File: src/rtl/ascon_pkg.sv
// ascon_pkg
// Shared definitions for the Ascon core slice: readout select codes,
// readout FSM state encodings, operation-mode codes and Ascon core
// sequencing codes, plus a small helper for the readout width.
package ascon_pkg;

  localparam int STATE_W = 64;
  localparam int SHREG_W = 128;

  // Readout selections; codes 0..4 pick a single state word.
  typedef enum logic [2:0] {
    RD_SEL_S0      = 3'd0,
    RD_SEL_S1      = 3'd1,
    RD_SEL_S2      = 3'd2,
    RD_SEL_S3      = 3'd3,
    RD_SEL_S4      = 3'd4,
    RD_SEL_RATE    = 3'd5,
    RD_SEL_TAG     = 3'd6,
    RD_SEL_INVALID = 3'd7
  } rd_sel_t;

  typedef enum logic [1:0] {
    RD_IDLE  = 2'd0,
    RD_SHIFT = 2'd1,
    RD_DONE  = 2'd2
  } rd_state_t;

  typedef enum logic [1:0] {
    MODE_ENC  = 2'd0,
    MODE_DEC  = 2'd1,
    MODE_HASH = 2'd2,
    MODE_XOF  = 2'd3
  } op_mode_t;

  typedef enum logic [2:0] {
    ASCON_IDLE  = 3'd0,
    ASCON_INIT  = 3'd1,
    ASCON_AD    = 3'd2,
    ASCON_PT    = 3'd3,
    ASCON_FINAL = 3'd4,
    ASCON_TAG   = 3'd5
  } ascon_state_t;

  // Word pairs (rate and tag) stream 128 bits, single words 64.
  function automatic logic rd_sel_is_wide(input logic [2:0] sel);
    return (sel == RD_SEL_RATE) || (sel == RD_SEL_TAG);
  endfunction

endpackage

File: src/rtl/ascon_piso128.sv
// ascon_piso128
// 128-bit parallel-load, MSB-first shift register. Load has priority
// over shift; shifting fills zeros from the bottom.
// Ports:
//   clk, rst_n   clock, asynchronous active-low reset
//   load         capture din this cycle
//   shift        shift left by one (zero fill)
//   din[127:0]   parallel load data
//   dout_bit     current MSB
module ascon_piso128
  import ascon_pkg::*;
(
  input  logic                 clk,
  input  logic                 rst_n,
  input  logic                 load,
  input  logic                 shift,
  input  logic [SHREG_W-1:0]   din,
  output logic                 dout_bit
);

  logic [SHREG_W-1:0] shreg;

  always_ff @(posedge clk or negedge rst_n) begin
    if (!rst_n) begin
      shreg <= '0;
    end else if (load) begin
      shreg <= din;
    end else if (shift) begin
      shreg <= {shreg[SHREG_W-2:0], 1'b0};
    end
  end

  assign dout_bit = shreg[SHREG_W-1];

endmodule

File: src/rtl/ascon_state_readout.sv
// ascon_state_readout
// Snapshots one Ascon state word (64 bits) or a word pair (128 bits) into
// a shift register on request and presents it MSB-first, one bit per
// host shift tick, toward the SPI MISO logic.
// Ports:
//   clk, rst_n          clock, asynchronous active-low reset
//   S_0_reg..S_4_reg    state words from the core
//   rd_start, rd_sel    readout request and selection (7 = invalid)
//   shift_tick          consume the current bit
//   rd_abort            cancel an in-progress readout
//   dout_bit            current serial bit
//   busy, done, rd_err  status: in progress, end pulse, bad-select pulse
//   bits_left           remaining bits including the current one
module ascon_state_readout
  import ascon_pkg::*;
(
  input  logic        clk,
  input  logic        rst_n,
  input  logic [63:0] S_0_reg,
  input  logic [63:0] S_1_reg,
  input  logic [63:0] S_2_reg,
  input  logic [63:0] S_3_reg,
  input  logic [63:0] S_4_reg,
  input  logic        rd_start,
  input  logic [2:0]  rd_sel,
  input  logic        shift_tick,
  input  logic        rd_abort,
  output logic        dout_bit,
  output logic        busy,
  output logic        done,
  output logic        rd_err,
  output logic [7:0]  bits_left
);

  rd_state_t            state_q, state_d;
  logic [7:0]           bits_left_q, bits_left_d;
  logic [SHREG_W-1:0]   load_word;
  logic                 load_en, shift_en;
  logic                 start_ok, start_bad;
  logic                 rd_err_q;

  // Single words land in the upper half so the MSB always leads.
  always_comb begin
    load_word = '0;
    case (rd_sel)
      RD_SEL_S0:   load_word = {S_0_reg, 64'h0};
      RD_SEL_S1:   load_word = {S_1_reg, 64'h0};
      RD_SEL_S2:   load_word = {S_2_reg, 64'h0};
      RD_SEL_S3:   load_word = {S_3_reg, 64'h0};
      RD_SEL_S4:   load_word = {S_4_reg, 64'h0};
      RD_SEL_RATE: load_word = {S_0_reg, S_1_reg};
      RD_SEL_TAG:  load_word = {S_3_reg, S_4_reg};
      default:     load_word = '0;
    endcase
  end

  assign start_ok  = (state_q == RD_IDLE) && rd_start && (rd_sel != RD_SEL_INVALID);
  assign start_bad = (state_q == RD_IDLE) && rd_start && (rd_sel == RD_SEL_INVALID);

  always_ff @(posedge clk or negedge rst_n) begin
    if (!rst_n) begin
      state_q     <= RD_IDLE;
      bits_left_q <= '0;
      rd_err_q    <= 1'b0;
    end else begin
      state_q     <= state_d;
      bits_left_q <= bits_left_d;
      rd_err_q    <= start_bad;
    end
  end

  // Abort takes priority over a same-cycle tick, so the tick is dropped
  // and the shift register keeps its current contents.
  always_comb begin
    state_d     = state_q;
    bits_left_d = bits_left_q;
    load_en     = 1'b0;
    shift_en    = 1'b0;
    case (state_q)
      RD_IDLE: begin
        if (start_ok) begin
          load_en     = 1'b1;
          bits_left_d = rd_sel_is_wide(rd_sel) ? 8'd128 : 8'd64;
          state_d     = RD_SHIFT;
        end
      end
      RD_SHIFT: begin
        if (rd_abort) begin
          state_d     = RD_IDLE;
          bits_left_d = '0;
        end else if (shift_tick && (bits_left_q != 8'd0)) begin
          shift_en    = 1'b1;
          bits_left_d = bits_left_q - 8'd1;
          if (bits_left_q == 8'd1) begin
            state_d = RD_DONE;
          end
        end
      end
      RD_DONE: begin
        state_d = RD_IDLE;
        if (rd_abort) begin
          bits_left_d = '0;
        end
      end
      default: begin
        state_d     = RD_IDLE;
        bits_left_d = '0;
      end
    endcase
  end

  ascon_piso128 u_piso (
    .clk      (clk),
    .rst_n    (rst_n),
    .load     (load_en),
    .shift    (shift_en),
    .din      (load_word),
    .dout_bit (dout_bit)
  );

  assign busy      = (state_q != RD_IDLE);
  assign done      = (state_q == RD_DONE);
  assign rd_err    = rd_err_q;
  assign bits_left = bits_left_q;

endmodule

File: config.mk
export PLATFORM = sky130hd
export DESIGN_NAME = ascon_state_readout
export DESIGN_NICKNAME = d
export VERILOG_FILES = /design/src/rtl/ascon_pkg.sv /design/src/rtl/ascon_piso128.sv /design/src/rtl/ascon_state_readout.sv
export SDC_FILE = /design/constraint.sdc
export NUM_CORES = 1
export LEC_CHECK = 0
export BUFFER_PORTS_ARGS = -buffer_cell sky130_fd_sc_hd__buf_4
export CORE_UTILIZATION = 52
export DETAILED_ROUTE_END_ITERATION = 12
export HOLD_SLACK_MARGIN = 0.02
export PLACE_DENSITY = 0.86
export SYNTH_ARGS = -nofsm -noshare
export SYNTH_HDL_FRONTEND = slang
export SYNTH_SLANG_ARGS = --single-unit
File: constraint.sdc
create_clock -name clk -period 2.44 [get_ports clk]
set_input_delay 0.122 -clock clk [delete_from_list [all_inputs] [get_ports clk]]
set_output_delay 0.122 -clock clk [all_outputs]
set_load 0.1 [all_outputs]
* Word level (Yosys, flattened, before mapping)
Cells that the tools add are included.
Word-level totals: bits in registers 139, word-level logic and storage cells 51, output and inout bits 12, input port bits 328
Cells by class: mux-type cells 19, add/subtract/negate cells 1, reduce and logical (&&, ||, !) cells 12, equal/unequal tests 15
Operators by type and width (count):
- one-hot mux 128 bit (7 select lines) | 1
- two-way mux 128 bit | 2
- two-way mux 8 bit | 5
- one-hot mux 8 bit (3 select lines) | 1
- == test 3 bit (second input constant) | 4
- inequality test 3 bit (second input constant) | 3
- == test 8 x 1 -> 1 bit (second input constant) | 1
- two-way mux 2 bit | 4
- nonzero test 8 bit | 1
- subtractor 8 x 1 -> 8 bit (second input constant) | 1
- == test 3 x 2 -> 1 bit (second input constant) | 2
- AND reduction 3 bit | 2
- two-way mux 1 bit | 5
- logical AND 1 bit | 4
- inequality test 2 bit (second input constant) | 2
- one-hot mux 2 bit (2 select lines) | 1
- nonzero test 2 bit | 2
- == test 3 x 1 -> 1 bit (second input constant) | 1
- zero test 3 bit | 1
- == test 2 x 1 -> 1 bit (second input constant) | 1
- == test 2 bit (second input constant) | 1
- zero test 2 bit | 1
- logical OR 1 bit | 1

* Logic depth before layout (Yosys ltp)
depth after elaboration 7, mapped depth 8, gate-level depth less buffers 6

* Hierarchy
From an unflattened synthesis, not the netlist that was laid out.
Second synthesis, totals: cell total of the unflattened synthesis 1285, area total of the unflattened synthesis 11372.2 um^2
Modules (own cells, without submodules):
- ascon_piso128 | sequential area each 3203.1 um^2, area each 5954.5 um^2, cells an instance 554, instances 1
- ascon_state_readout | sequential area each 275.3 um^2, area each 5417.7 um^2, cells an instance 731, instances 1

* Least setup slack after synthesis
No wires, ideal clock.
kind register to register, start point register bits_left_q[1], in the netlist bits_left[1], end point register u_piso.shreg[83], setup time 0.126 ns, period minus slack after synthesis 2.645 ns, setup slack -0.205 ns, stages on the path, launching flop included 9, arrival time 2.519 ns, buffers on the path 2, required time 2.314 ns, cell sequence dfrtp_1 inv_1 ha_1 or4b_4 o211a_4 buf_6 buf_6 and2_1 a221o_1
On the way: longest elaborated chain between the ends 6
RTL lines:
- from (decl) | RTL line ascon_state_readout.sv:36 | logic [7:0] bits_left_q, bits_left_d;
- from (signal assigned) | RTL line ascon_state_readout.sv:67 | bits_left_q <= bits_left_d;
- nonzero test 8 bit | RTL line ascon_state_readout.sv:91 | end else if (shift_tick && (bits_left_q != 8'd0)) begin
- logical AND 1 bit | RTL line ascon_state_readout.sv:91
- two-way mux 1 bit | RTL line ascon_state_readout.sv:91
- two-way mux 1 bit | RTL line ascon_state_readout.sv:88 | if (rd_abort) begin
- two-way mux 1 bit | RTL line ascon_state_readout.sv:79 | case (state_q)
- nonzero test 2 bit (no source line)
- to (signal assigned) | RTL line ascon_piso128.sv:27 | shreg <= din;
- to (signal assigned) | RTL line ascon_piso128.sv:29 | shreg <= {shreg[SHREG_W-2:0], 1'b0};
- to (decl) | RTL line ascon_piso128.sv:21 | logic [SHREG_W-1:0] shreg;
No other way between the ends. A chain may end at the register's enable or synchronous reset.

* Worst setup path after layout
start point register bits_left_q[1], in the netlist bits_left[1], end point register u_piso.shreg[91]
The elaborated chain is that of the path after synthesis.

==> flow_summary.json <==
{
  "run_status": "complete, no violations",
  "ir_worst_vdd_v": 0.0004355,
  "grt_first_pass_wirelength_um": 54110,
  "cts_sinks": 139,
  "detail_route.wl_per_cell_um": 21.16,
  "remaining_drc_errors": 0,
  "dr.first_iter.drc_count": 1032,
  "fin_crit_ns": 2.326,
  "routabilityCongestion": 0.8901,
  "rrSetupSlack_ns": 0.11,
  "cts_made_buffers": 17,
  "antenna_found_initial": 1,
  "actual_transition_at_the_worst_max_transition_pin_ns": 1.391,
  "min_path_type": "in2reg",
  "initial_utilization_pct": 53.66,
  "synth_async_sr_flop_share_pct": 100.0,
  "synth_seq_cells": 139,
  "fin_skew_ns": 0.006707,
  "clock_tree.root_cell": "sky130_fd_sc_hd__clkbuf_16",
  "tritoncts": "done",
  "insertedDiodeCount": 0,
  "crit_path_cell_trace": "inv_1 > ha_1 > or4b_4 > o211a_4 > buf_12 > and2_1 > a221o_1",
  "vias": 10860,
  "drv_cap": 0,
  "synthToLayoutAreaGrowth_pct": 31.82,
  "syn-num-nets": 1441,
  "timing.critical_path.required_ns": 2.74,
  "critical_path.endpoint_type": "flip-flop",
  "clk-insertion-delay-late_ns": 0.42,
  "unrepaired_setup_endpoints_after_global_routing": "no",
  "dieArea_mm2": 0.02086,
  "die_height_um": 144.4,
  "fin_crit_sh_pct": 95.35,
  "holdCritStartpoint": "rd_abort",
  "viasPerCell": 6.601,
  "htree_levels": 4,
  "vias_in_the_first_global_route": 10560,
  "ioPinCount": 340,
  "power.density_cell_area_mw_per_mm2": 685.4,
  "worstReg2RegEnd": "u_piso.shreg[91]",
  "syn_inst": 1110,
  "cts.repair.resized": 0,
  "critical_path.slowest_cell": "sky130_fd_sc_hd__or4b_4",
  "hold_end": "state_q[0]",
  "post_drt_antenna_nets": 0,
  "fin_tns_setup_ns": 0,
  "critical_path_source_type": "flip-flop",
  "finalWirelength_um": 34810,
  "coreArea_mm2": 0.01965,
  "synth-edff-count": 0,
  "drt_pre_antenna_iters": 5,
  "yosys_most_used_dff": "sky130_fd_sc_hd__dfrtp_1",
  "cts.path.max_buffers": 2,
  "count_of_input_and_output_buffers": 339,
  "cts.reportedPaths.clkPinSlew_ns": 0.06,
  "holdPathStages": 3,
  "netlist-cell-type-count": 47,
  "syn-mean-instance-area_um2": 9.501,
  "syn_area_mm2": 0.01055,
  "endpoints_failing_setup": 0,
  "nets": 1699,
  "ys.warnings.count": 0,
  "grt-ovfl-total": 0,
  "timing.final.max_slew_violations": 0,
  "die_width_um": 144.4,
  "report.final.hold_viol_count": 0,
  "gr-usage-all-layers_pct": 33.44,
  "share_of_cells_above_drive_strength_1_pct": 39.71,
  "max_freq_mhz": 429.8,
  "cts_hold_repair.buffers": 1,
  "criticalPathCategory": "reg2reg",
  "path_max_fanout": 64,
  "power.leakage_nw": 5.989,
  "rows": 51,
  "place_area_mm2": 0.01324,
  "grt_start_max_net_pins": 107,
  "reg2reg_depth": 7,
  "final_design_area_no_fill_mm2": 0.01390,
  "final.hold.worst_slack_ns": 0.04550,
  "cts_setup_buffers": 0,
  "worstPathArrival_ns": 2.62,
  "worst_slew_margin_rel_pct": 7.051,
  "r2r-start": "bits_left[1]",
  "detailed_place_hpwl_um": 23890,
  "synth-seq-area-share_pct": 32.98,
  "max_stage_delay_ns": 0.48
}
[flip-flops by register name, indices dropped and copies added (netlist names)]
register,count
rd_err,1
state_q,2
bits_left,8
u_piso.shreg,128
[cells in the final DEF, fill, tap and decap left out, types with 23 or more instances in the layout]
master / synthesis / routed
sky130_fd_sc_hd__mux2_2: 129 / 129
sky130_fd_sc_hd__a221o_1: 124 / 124
sky130_fd_sc_hd__nand2_1: 64 / 63
sky130_fd_sc_hd__dfrtp_1: 139 / 133
sky130_fd_sc_hd__and2_1: 104 / 103
sky130_fd_sc_hd__a22oi_1: 128 / 128
sky130_fd_sc_hd__and2_0: 23 / 23
sky130_fd_sc_hd__buf_4: 6 / 362
sky130_fd_sc_hd__a32oi_1: 63 / 63
sky130_fd_sc_hd__nor2_1: 67 / 66
sky130_fd_sc_hd__o211ai_1: 64 / 64
[worst max-delay path, delay by kind of cell, from the launching register on]
kind	cells	cell delay [ns]
DFF	1	0.42
buffers and inverters	2	0.32
and+or+nand+nor	2	0.68
adders and majority gates	1	0.19
AOI/OAI and AO/OA	2	0.56
[cell families (layout without fill, tap and decap cells)]
group	count (synthesis)	after routing	synth area share (%)
adder cells (fa/ha/maj)	3	3	0.3560
AND/OR/NAND/NOR	286	286	13.99
AO/OA/AOI/OAI	411	411	32.95
flip-flops	139	139	32.98
multiplexers	132	132	14.06
buffers and inverters	139	409	5.671
[power breakdown]
group / switching, mW / internal, mW / total, mW
registers: 0.445 / 2.99 / 3.43
clock network: 0.942 / 1.91 / 2.86
logic: 1.72 / 1.52 / 3.24
total: 3.11 / 6.42 / 9.53
[worst max path at each step]
stage / startpoint / to / slack, ns / depth (start not counted)
after floorplan: bits_left[1] / u_piso.shreg[83] / 0.008 / 8
after global placement: bits_left[1] / u_piso.shreg[98] / 0.27 / 7
after detailed placement: rd_sel[0] / u_piso.shreg[102] / 0.16 / 6
after CTS: bits_left[0] / u_piso.shreg[119] / 0.13 / 7
after global routing: bits_left[1] / u_piso.shreg[119] / 0.06 / 7
final: bits_left[1] / u_piso.shreg[91] / 0.11 / 7
[through the flow]
stage               instances  util (%)  setup slack (ns)  total power, mW
floorplan                1110         -          0.007520            5.509
global placement         1613     67.37            0.2670            6.535
detailed placement       1613     67.37            0.1550            6.631
CTS                      1645     70.73            0.1343            9.527
global route             1645     70.73           0.05849            9.966
finish                   1645     70.73            0.1135            9.528
[metal layers]
metal  up-vias  part of all wire (%)  GRT usage, %  routed length, µm
li1       4911                     -             -                  -
met1      5301                    40         40.34              13850
met2       556                    49         56.55              17020
met3        89                   7.7         6.854               2695
met4         2                   3.5         16.62               1224
met5         -                 0.037             0                 13
[area by class of cell]
| cell class | count | area [µm²] |
|---|---|---|
| sequential | 139 | 3486 |
| clock buffer | 24 | 491.7 |
| fill | 1508 | 5752 |
| multi-input combinational | 832 | 6511 |
| clock inverter | 7 | 160.2 |
| inverter | 6 | 22.52 |
| tap | 265 | 331.6 |
| timing repair buffer | 372 | 2899 |
[Yosys cell counts, types with 3 or more instances]
library cell | instances | area share (%)
sky130_fd_sc_hd__and2_1 | 104 | 6.2
sky130_fd_sc_hd__dfrtp_1 | 139 | 33
sky130_fd_sc_hd__a32oi_1 | 63 | 5.2
sky130_fd_sc_hd__buf_6 | 5 | 0.53
sky130_fd_sc_hd__nand2_1 | 64 | 2.3
sky130_fd_sc_hd__nor2_1 | 67 | 2.4
sky130_fd_sc_hd__a221o_1 | 124 | 12
sky130_fd_sc_hd__nor3_1 | 5 | 0.24
sky130_fd_sc_hd__ha_1 | 3 | 0.36
sky130_fd_sc_hd__a211oi_1 | 4 | 0.28
sky130_fd_sc_hd__mux2i_1 | 3 | 0.28
sky130_fd_sc_hd__o21bai_1 | 3 | 0.21
sky130_fd_sc_hd__o211ai_1 | 64 | 4.6
sky130_fd_sc_hd__clkbuf_1 | 90 | 3.2
sky130_fd_sc_hd__mux2_2 | 129 | 14
sky130_fd_sc_hd__buf_2 | 13 | 0.62
sky130_fd_sc_hd__buf_4 | 6 | 0.43
sky130_fd_sc_hd__and3_1 | 3 | 0.18
sky130_fd_sc_hd__and2_0 | 23 | 1.4
sky130_fd_sc_hd__inv_1 | 6 | 0.21
sky130_fd_sc_hd__nor2b_1 | 6 | 0.36
sky130_fd_sc_hd__o21ai_0 | 5 | 0.24
sky130_fd_sc_hd__buf_1 | 19 | 0.68
sky130_fd_sc_hd__a22oi_1 | 128 | 9.1
No activity file was read; power rests on OpenSTA's default activity.
